==> src/rtl/vga_sync_gen.sv <==
`timescale 1ns/1ps
`default_nettype none
// ============================================================================
// Module      : vga_sync_gen
// Description : VGA pixel-timing generator. A prescaler divides the board
//               clock down to the pixel rate, and horizontal/vertical
//               counters step on each pixel tick. Sync, active-video and
//               line/frame start pulses are decoded from the counter values
//               being loaded, so every output is a flop.
// Revision    : 1.0 - initial release
// ============================================================================
module vga_sync_gen #(
    parameter int H_ACTIVE  = 640,
    parameter int H_FP      = 16,
    parameter int H_SYNC    = 96,
    parameter int H_BP      = 48,
    parameter int V_ACTIVE  = 480,
    parameter int V_FP      = 10,
    parameter int V_SYNC    = 2,
    parameter int V_BP      = 33,
    parameter bit HSYNC_POL = 1'b0,
    parameter bit VSYNC_POL = 1'b0,
    parameter int CLK_DIV   = 1
) (
    input  logic       clk,
    input  logic       rst_n,
    input  logic       en,
    output logic       pix_tick,
    output logic       hsync,
    output logic       vsync,
    output logic       active,
    output logic [9:0] x,
    output logic [9:0] y,
    output logic       line_start,
    output logic       frame_start
);

    // ------------------------------------------------------------------------
    // Derived timing constants. Boundary comparisons use 11 bits so that a
    // 1024-wide total (or a sync region ending at 1024) does not truncate.
    // ------------------------------------------------------------------------
    localparam int c_h_total = H_ACTIVE + H_FP + H_SYNC + H_BP;
    localparam int c_v_total = V_ACTIVE + V_FP + V_SYNC + V_BP;

    localparam logic [9:0]  c_h_last     = 10'(c_h_total - 1);
    localparam logic [9:0]  c_v_last     = 10'(c_v_total - 1);
    localparam logic [10:0] c_h_act_end  = 11'(H_ACTIVE);
    localparam logic [10:0] c_v_act_end  = 11'(V_ACTIVE);
    localparam logic [10:0] c_hs_start   = 11'(H_ACTIVE + H_FP);
    localparam logic [10:0] c_hs_end     = 11'(H_ACTIVE + H_FP + H_SYNC);
    localparam logic [10:0] c_vs_start   = 11'(V_ACTIVE + V_FP);
    localparam logic [10:0] c_vs_end     = 11'(V_ACTIVE + V_FP + V_SYNC);

    // ------------------------------------------------------------------------
    // Registered state
    // ------------------------------------------------------------------------
    logic [9:0] r_x;
    logic [9:0] r_y;
    logic       r_hsync;
    logic       r_vsync;
    logic       r_active;
    logic       r_pix_tick;
    logic       r_line_start;
    logic       r_frame_start;

    // Pixel advance strobe: true on the clk where the prescaler wraps.
    logic       w_adv;

    // Next counter values and their decodes
    logic [9:0] w_x_nxt;
    logic [9:0] w_y_nxt;
    logic       w_x_wrap;
    logic       w_hsync_nxt;
    logic       w_vsync_nxt;
    logic       w_active_nxt;

    // ------------------------------------------------------------------------
    // Prescaler. With CLK_DIV == 1 every enabled clk is a pixel, so no
    // counter is built at all.
    // ------------------------------------------------------------------------
    generate
        if (CLK_DIV > 1) begin : g_presc_divn
            localparam int               c_pw         = $clog2(CLK_DIV);
            localparam logic [c_pw-1:0]  c_presc_last = c_pw'(CLK_DIV - 1);

            logic [c_pw-1:0] r_presc;

            // Count 0..CLK_DIV-1 while enabled; hold its value when en is low
            always_ff @(posedge clk or negedge rst_n) begin
                if (!rst_n) begin
                    r_presc <= '0;
                end else if (en) begin
                    if (r_presc == c_presc_last) begin
                        r_presc <= '0;
                    end else begin
                        r_presc <= r_presc + c_pw'(1);
                    end
                end
            end

            assign w_adv = en && (r_presc == c_presc_last);
        end else begin : g_presc_div1
            assign w_adv = en;
        end
    endgenerate

    // ------------------------------------------------------------------------
    // Next-position computation and decode of that position. Decoding the
    // value about to be loaded gives zero latency between counters and syncs.
    // ------------------------------------------------------------------------
    // Compute the pixel position that the next advance will land on
    always_comb begin
        w_x_wrap = (r_x == c_h_last);
        w_x_nxt  = w_x_wrap ? 10'd0 : (r_x + 10'd1);
        w_y_nxt  = r_y;
        if (w_x_wrap) begin
            w_y_nxt = (r_y == c_v_last) ? 10'd0 : (r_y + 10'd1);
        end
    end

    // Decode sync and active-video levels for the upcoming position
    always_comb begin
        w_hsync_nxt  = ~HSYNC_POL;
        w_vsync_nxt  = ~VSYNC_POL;
        w_active_nxt = 1'b0;

        if (({1'b0, w_x_nxt} >= c_hs_start) && ({1'b0, w_x_nxt} < c_hs_end)) begin
            w_hsync_nxt = HSYNC_POL;
        end
        if (({1'b0, w_y_nxt} >= c_vs_start) && ({1'b0, w_y_nxt} < c_vs_end)) begin
            w_vsync_nxt = VSYNC_POL;
        end
        if (({1'b0, w_x_nxt} < c_h_act_end) && ({1'b0, w_y_nxt} < c_v_act_end)) begin
            w_active_nxt = 1'b1;
        end
    end

    // ------------------------------------------------------------------------
    // Counters, decoded levels and strobes. The reset position is the last
    // pixel of the last line so the first advance lands on (0,0) and raises
    // both start pulses. Strobes drop on every clk that is not an advance,
    // including the whole of any en-low interval.
    // ------------------------------------------------------------------------
    // Step counters and register decodes/pulses on each pixel advance
    always_ff @(posedge clk or negedge rst_n) begin
        if (!rst_n) begin
            r_x           <= c_h_last;
            r_y           <= c_v_last;
            r_hsync       <= ~HSYNC_POL;
            r_vsync       <= ~VSYNC_POL;
            r_active      <= 1'b0;
            r_pix_tick    <= 1'b0;
            r_line_start  <= 1'b0;
            r_frame_start <= 1'b0;
        end else if (w_adv) begin
            r_x           <= w_x_nxt;
            r_y           <= w_y_nxt;
            r_hsync       <= w_hsync_nxt;
            r_vsync       <= w_vsync_nxt;
            r_active      <= w_active_nxt;
            r_pix_tick    <= 1'b1;
            r_line_start  <= w_x_wrap;
            r_frame_start <= w_x_wrap && (r_y == c_v_last);
        end else begin
            r_pix_tick    <= 1'b0;
            r_line_start  <= 1'b0;
            r_frame_start <= 1'b0;
        end
    end

    // ------------------------------------------------------------------------
    // Outputs
    // ------------------------------------------------------------------------
    assign x           = r_x;
    assign y           = r_y;
    assign hsync       = r_hsync;
    assign vsync       = r_vsync;
    assign active      = r_active;
    assign pix_tick    = r_pix_tick;
    assign line_start  = r_line_start;
    assign frame_start = r_frame_start;

endmodule
`default_nettype wire

==> config.mk <==
export PLATFORM = sky130hd
export DESIGN_NAME = vga_sync_gen
export DESIGN_NICKNAME = d
export VERILOG_FILES = /design/src/rtl/vga_sync_gen.sv
export SDC_FILE = /design/constraint.sdc
export NUM_CORES = 1
export LEC_CHECK = 0
export ABC_AREA = 1
export BUFFER_PORTS_ARGS = -buffer_cell sky130_fd_sc_hd__buf_4
export CAP_MARGIN = 20
export CORE_MARGIN = 2
export CORE_UTILIZATION = 45
export DETAILED_ROUTE_END_ITERATION = 10
export GPL_ROUTABILITY_DRIVEN = 1
export PLACE_DENSITY = 0.77
export SETUP_SLACK_MARGIN = 0.05
export SYNTH_ARGS = -nofsm -noshare
export SYNTH_HDL_FRONTEND = slang
export SYNTH_SLANG_ARGS = --single-unit
==> constraint.sdc <==
create_clock -name clk -period 1.7 [get_ports clk]
set_input_delay 0.425 -clock clk [delete_from_list [all_inputs] [get_ports clk]]
set_output_delay 0.425 -clock clk [all_outputs]
set_load 0.01 [all_outputs]
==> metrics.csv, run 1 <==
stage,metric,value,unit
final_layout,number of nets in the layout,302,
critical_path,worst-path fanout max,3,
timing,Final Hold Fails,0,
cts,CTS buffer count,3,
placed_design,DP HPWL,2.97,mm
critical_path,Crit path top cell by count,nand2_1,
synth,Synthesized Nets,246,
final_layout,design area,2300,µm²
cts,clock sink total,26,
timing,Pins Over Slew Limit,0,
timing,Final Cycle Share,105,%
pwr,Leakage,1.13,nW
placed_design,input/output buffers,28,
global_routing,initial antenna violation count,0,
critical_path,crit start category,register,
timing,final setup vio count,4,
synth,syn_area_per_cell,6.93,µm²
final_layout,"commonest non-fill, non-tap cells in the layout","nand2_1 (77), buf_4 (55), inv_1 (27), nor2_1 (24), dfrtp_1 (14)",
die,# rows,22,
pwr,total power,2.21,mW
final_layout,fraction of layout cells with a size suffix above 1,36.1,%
pwr,Max VDD drop,0.644,mV
detailed_routing,post-route ant nets,0,
detailed_routing,initial drt markers,137,
cts,deepest clock path buffer count,2,
final_layout,utilization after layout,63.8,%
timing,fmax,561,MHz
critical_path,Critical Path AT,1.98,ns
critical_path,Worst EP required,1.90,ns
timing,Tmin final,1.78,ns
synth,Post-Syn Instances,239,
cts,CTS Hold Buffers Added,0,
critical_path,"Largest stage delay, worst path",0.57,ns
global_routing,Total GRT Usage,20.4,%
detailed_routing,drt via density,5.00,
global_routing,first-pass GRT wire length,6.77,mm
detailed_routing,routed len/inst,12.5,µm
detailed_routing,vias post-DR,1710,
cts,"Clk Latency, worst-skew pair",0.27,ns
synth,yosys warns,0,
placed_design,RePlAce Congestion,0.863,
die,Die W,64.7,µm
synth,count of cell types in the netlist,27,
flow_run,max-cap violations,0,
placed_design,placed cell area,2110,µm²
hold_path,worst hold path type,primary input to asynchronous set/reset pin,
final_layout,P&R area growth vs syn,38.8,%
final_layout,"most common cell after layout, fill and taps aside",nand2_1,
detailed_routing,Post-Route WL,4.26,mm
cts,H-tree levels,1,
critical_path,slowest cell on the critical path,dfstp_2,
die,num ports,29,
cts,Clock transition at path regs,0.10,ns
placed_design,Place WS,-0.117,ns
die,Initial Utilization,45.9,%
outcome,failing checks,setup timing,
synth,Mapped Area,1660,µm²
timing,worst setup margin,-0.0813,ns
critical_path,Critical R2R Capture,hsync,
outcome,status,"complete, but fails checks",
final_layout,number of inserted diodes,0,
critical_path,CP endpoint kind,register,
cts,root buffer cell,clkbuf_8,
global_routing,number of global-route vias before repair,1601,
critical_path,R2R Setup Slk,-0.08,ns
timing,RSZ-0062 raised after global routing,yes,
critical_path,"critical path, cell by cell",ha_4 > nand2_4 > nor2_4 > nand2_1 > nand2_1 > nand2_1 > or2_1 > o21ai_2 > nor2_1 > a21oi_1,
timing,max_slew headroom,77.5,%
critical_path,kind of cell adding the most delay to the critical path,simple AND/OR/NAND/NOR gates,
pwr,Pwr Density,963,nW/µm²
synth,"FF+latch count, synth",26,
die,die area,4180,µm²
global_routing,GRT overflow,0,
global_routing,largest net degree at the start of global routing,27,
critical_path,CP Class,register to register,
cts,CTS tree,yes,
critical_path,worst-case reg-to-reg path depth,10,
critical_path,worst path bufs/invs,0,
detailed_routing,drt drc,0,
synth,register area share after synthesis,40.2,%
die,core area,3610,µm²
timing,clk_skew,0.0126,ns
die,die height,64.7,µm
timing,actual slew at the worst max-slew pin,0.337,ns
critical_path,RR Startpoint,x[1],
detailed_routing,drt first pass iters,4,
==> per-layer routing <==
| metal | part of all wire, % | global-route usage [%] | vias to the layer above |
|---|---|---|---|
| met5 | 0 | 0 | - |
| li1 | - | - | 858 |
| met2 | 54 | 38.2 | 47 |
| met4 | 0.19 | 6.38 | 0 |
| met1 | 42 | 24.7 | 803 |
| met3 | 4.1 | 1.74 | 2 |
==> cells by family (layout without fill, tap and decap cells) <==
family | after synthesis | in the layout | synth area share, %
compound gates | 27 | 27 | 8.69
xor+xnor | 3 | 3 | 1.59
fa+ha+maj | 4 | 4 | 3.02
buf+inv | 36 | 91 | 8.91
flops | 26 | 26 | 40.2
simple gates | 143 | 143 | 37.6
==> cells in the mapped netlist, drive strengths merged <==
master,n,area [µm²]
nand2,83,314
nor2,31,131
inv,30,113
o21ai,21,105
nand3,18,95.1
dfrtp,14,350
dfstp,12,315
nand4,7,56.3
a21oi,4,23.8
ha,4,50.1
buf,3,23.8
clkbuf,3,11.3
nand3b,2,15.0
xor2,2,17.5
nor3,1,5.00
o21a,1,7.51
o21bai,1,7.51
or2,1,6.26
xnor2,1,8.76
==> power breakdown <==
part,internal [mW],total (mW),switching [mW]
clock network,0.168,0.361,0.193
logic,0.425,0.929,0.504
registers,0.781,0.925,0.144
total,1.37,2.21,0.841
==> layout make-up <==
type	instances	area (µm²)
Multi-Input combinational cell	177	972
Clock buffer	4	45.0
Fill cell	334	1310
Tap cell	48	60.1
Timing Repair Buffer	57	444
Sequential cell	26	666
Inverter	30	113
==> how the worst max path moves through the flow <==
stage	startpoint	endpoint	slack (ns)	depth (start not counted)
4_1_cts	x[1]	active	-0.05	13
2_1_floorplan	x[1]	vsync	-0.03	10
3_5_place_dp	x[1]	vsync	-0.12	10
3_3_place_gp	x[1]	hsync	-0.07	10
5_1_grt	x[1]	hsync	-0.16	10
6_report	x[1]	hsync	-0.08	10
==> state kept, by name (all words and copies together) (netlist names) <==
| signal | flops |
|---|---|
| vsync | 1 |
| line_start | 1 |
| pix_tick | 1 |
| y | 10 |
| hsync | 1 |
| frame_start | 1 |
| x | 10 |
| active | 1 |
==> through the flow <==
stage,setup TNS (ns),hold slack (ns),std cells
after detailed placement,-0.282,0.354,332
after global placement,-0.185,0.352,332
after global routing,-0.558,0.0661,342
after CTS,-0.113,0.0521,337
final,-0.244,0.0451,342
after floorplan,-0.0632,0.129,239
==> repair_timing <==
action                                  CTS  global route
endpoints found under the setup margin    8            14
gates resized for setup                  11            24
pin swaps                                 4             5
buffers inserted                          1             5
Power figures use the tool's default switching activity.
==> inputs of run 2 (changes only) <==
==> constraint.sdc (replaced) <==
create_clock -name clk -period 1.7 [get_ports clk]
set_input_delay 0.085 -clock clk [delete_from_list [all_inputs] [get_ports clk]]
set_output_delay 0.085 -clock clk [all_outputs]
set_load 0.01 [all_outputs]
==> run 2 against run 1 <==
The flow still finishes with violations (setup timing). Sequential cell count unchanged. Non-clock buffer count down 1. Critical path type unchanged. Routed wire length up 1.6%. Highest routed layer unchanged. Setup slack better by 0.017 ns. Die area unchanged. Hold slack better by 0.0091 ns. Global-route usage up 2.0 points. Via count up 0.70%. Combinational power up 2%. Register-to-register slack better by 0.02 ns.
==> metrics.csv, run 2 (synthesis results as in run 1) <==
stage,metric,value,unit,change
pwr,Pwr Density,1030,nW/µm²,+7.3%
final_layout,design area,2320,µm²,+0.98%
timing,max_slew headroom,69.4,%,-8.1 points
global_routing,Total GRT Usage,22.4,%,+2.0 points
placed_design,placed cell area,2090,µm²,-1.1%
placed_design,DP HPWL,2.88,mm,-3.2%
critical_path,"Largest stage delay, worst path",0.57,ns,about the same
detailed_routing,drt via density,5.05,,+1.0%
critical_path,Critical Path AT,1.98,ns,about the same
global_routing,largest net degree at the start of global routing,27,,unchanged
hold_path,worst hold path type,primary input to register,,
outcome,failing checks,setup timing,,
global_routing,first-pass GRT wire length,7.37,mm,+8.9%
cts,Clock transition at path regs,0.09,ns,about the same
final_layout,"most common cell after layout, fill and taps aside",nand2_1,,
critical_path,crit start category,register,,
timing,fmax,567,MHz,+0.99%
die,core area,3610,µm²,unchanged
timing,RSZ-0062 raised after global routing,yes,,
pwr,Seq pwr share,38.8,%,-2.9 points
detailed_routing,initial drt markers,149,,+8.8%
cts,root buffer cell,clkbuf_8,,
pwr,Comb pwr share,39.4,%,-2.6 points
critical_path,"critical path, cell by cell",ha_4 > nand2_4 > inv_2 > nand2_2 > nor2_4 > buf_12 > nand4_4 > nand2_1 > nand2_1 > nor2_2 > nand2_1 > nor2_1 > nor2_1,,
placed_design,Placed Cells,329,,-0.90%
cts,CTS buffer count,3,,unchanged
pwr,P_sw,0.872,mW,+3.7%
detailed_routing,routed len/inst,12.7,µm,+1.9%
cts,H-tree levels,1,,unchanged
critical_path,Worst EP required,1.92,ns,+0.02 ns
critical_path,slowest cell on the critical path,dfstp_2,,
pwr,clock network fraction of total power,21.8,%,+5.5 points
final_layout,number of nets in the layout,301,,-0.33%
final_layout,P&R area growth vs syn,40.2,%,
die,num ports,29,,unchanged
flow_run,max-cap violations,0,,unchanged
critical_path,CP endpoint kind,register,,
pwr,Sw Ratio,36.3,%,-1.7 points
cts,deepest clock path buffer count,2,,unchanged
global_routing,GRT overflow,0,,unchanged
timing,final hold slack,0.0542,ns,+0.00908 ns
cts,clock sink total,26,,unchanged
final_layout,register area,666,µm²,unchanged
timing,Pins Over Slew Limit,0,,unchanged
pwr,internal power,1.53,mW,+11%
critical_path,worst-path fanout max,14,,+11
global_routing,initial antenna violation count,0,,unchanged
timing,final setup vio count,3,,-1
timing,Final Cycle Share,104,%,-1.0 points
final_layout,number of inserted diodes,0,,unchanged
outcome,status,"complete, but fails checks",,
die,die height,64.7,µm,unchanged
critical_path,Crit path top cell by count,nand2_1,,
timing,Tmin final,1.76,ns,-0.0174 ns
placed_design,Place WS,-0.151,ns,-0.0342 ns
detailed_routing,post-route ant nets,0,,unchanged
pwr,total power,2.40,mW,+8.4%
timing,setup TNS,-0.157,ns,+0.0863 ns
critical_path,CP Class,register to register,,
final_layout,# fillers,312,,-6.6%
detailed_routing,drt drc,0,,unchanged
detailed_routing,Post-Route WL,4.33,mm,+1.6%
cts,"Clk Latency, worst-skew pair",0.27,ns,about the same
timing,actual slew at the worst max-slew pin,0.459,ns,+0.121 ns
detailed_routing,drt first pass iters,4,,unchanged
detailed_routing,vias post-DR,1722,,+0.70%
timing,clk_skew,0.00275,ns,-0.00982 ns
critical_path,worst path bufs/invs,2,,+2
critical_path,kind of cell adding the most delay to the critical path,simple AND/OR/NAND/NOR gates,,
final_layout,fraction of layout cells with a size suffix above 1,34.1,%,-1.9 points
die,Initial Utilization,45.9,%,unchanged
die,Die W,64.7,µm,unchanged
pwr,Max VDD drop,0.770,mV,+20%
timing,Final Hold Fails,0,,unchanged
placed_design,RePlAce Congestion,0.864,,+0.16%
final_layout,multi-input gate area in the final layout,973,µm²,+0.13%
final_layout,utilization after layout,64.4,%,+0.62 points
cts,CTS tree,yes,,
final_layout,post-route insts no fill,341,,-0.29%
global_routing,number of global-route vias before repair,1637,,+2.2%
die,# rows,22,,unchanged
pwr,Leakage,1.15,nW,+1.2%
timing,worst setup margin,-0.0639,ns,+0.0174 ns
placed_design,input/output buffers,28,,unchanged
final_layout,"commonest non-fill, non-tap cells in the layout","nand2_1 (77), buf_4 (53), inv_1 (29), nor2_1 (24), dfrtp_1 (14)",,
die,die area,4180,µm²,unchanged
run 2: final cells by class:
type / count / area share (%)
clock buffer: 3 / 1.78
multi-input combinational: 177 / 41.9
tap: 48 / 2.59
sequential: 26 / 28.7
timing repair buffer: 56 / 18.9
clock inverter: 1 / 1.29
inverter: 30 / 4.85
run 2: repair_timing:
action                                  CTS  global route
hold buffers                              1             0
endpoints found under the setup margin   10            15
pin swaps                                10             6
setup buffers                             3             4
resized for setup                        16            15
endpoints found under the hold margin    26             0
cloned                                    0             0
run 2: power groups by stage:
stage	combinational (mW)	clock, mW	sequential (mW)
floorplan	0.372	0	0.990
global placement	0.803	0	0.927
detailed placement	0.812	0	0.930
CTS	0.885	0.537	0.923
global route	1.05	0.566	0.949
finish	0.946	0.523	0.931
run 2: routing by layer:
layer / wire length, µm / GRT usage [%]
met1: 1780 / 27.6
met2: 2280 / 40.6
met3: 209 / 3.30
met4: 62 / 6.65
met5: 0 / 0
run 2: path summary, 6_finish.rpt:
path                         from       end  slack [ns]  cells past startpoint
max reg2reg                  x[1]     vsync       -0.06                     13
max in group asynchronous   rst_n     hsync        1.15                      2
min                            en  pix_tick        0.05                      1
min in group asynchronous   rst_n      y[4]        0.25                      2
max                          x[1]     vsync       -0.06                     13
min reg2reg                active    active        0.50                      2
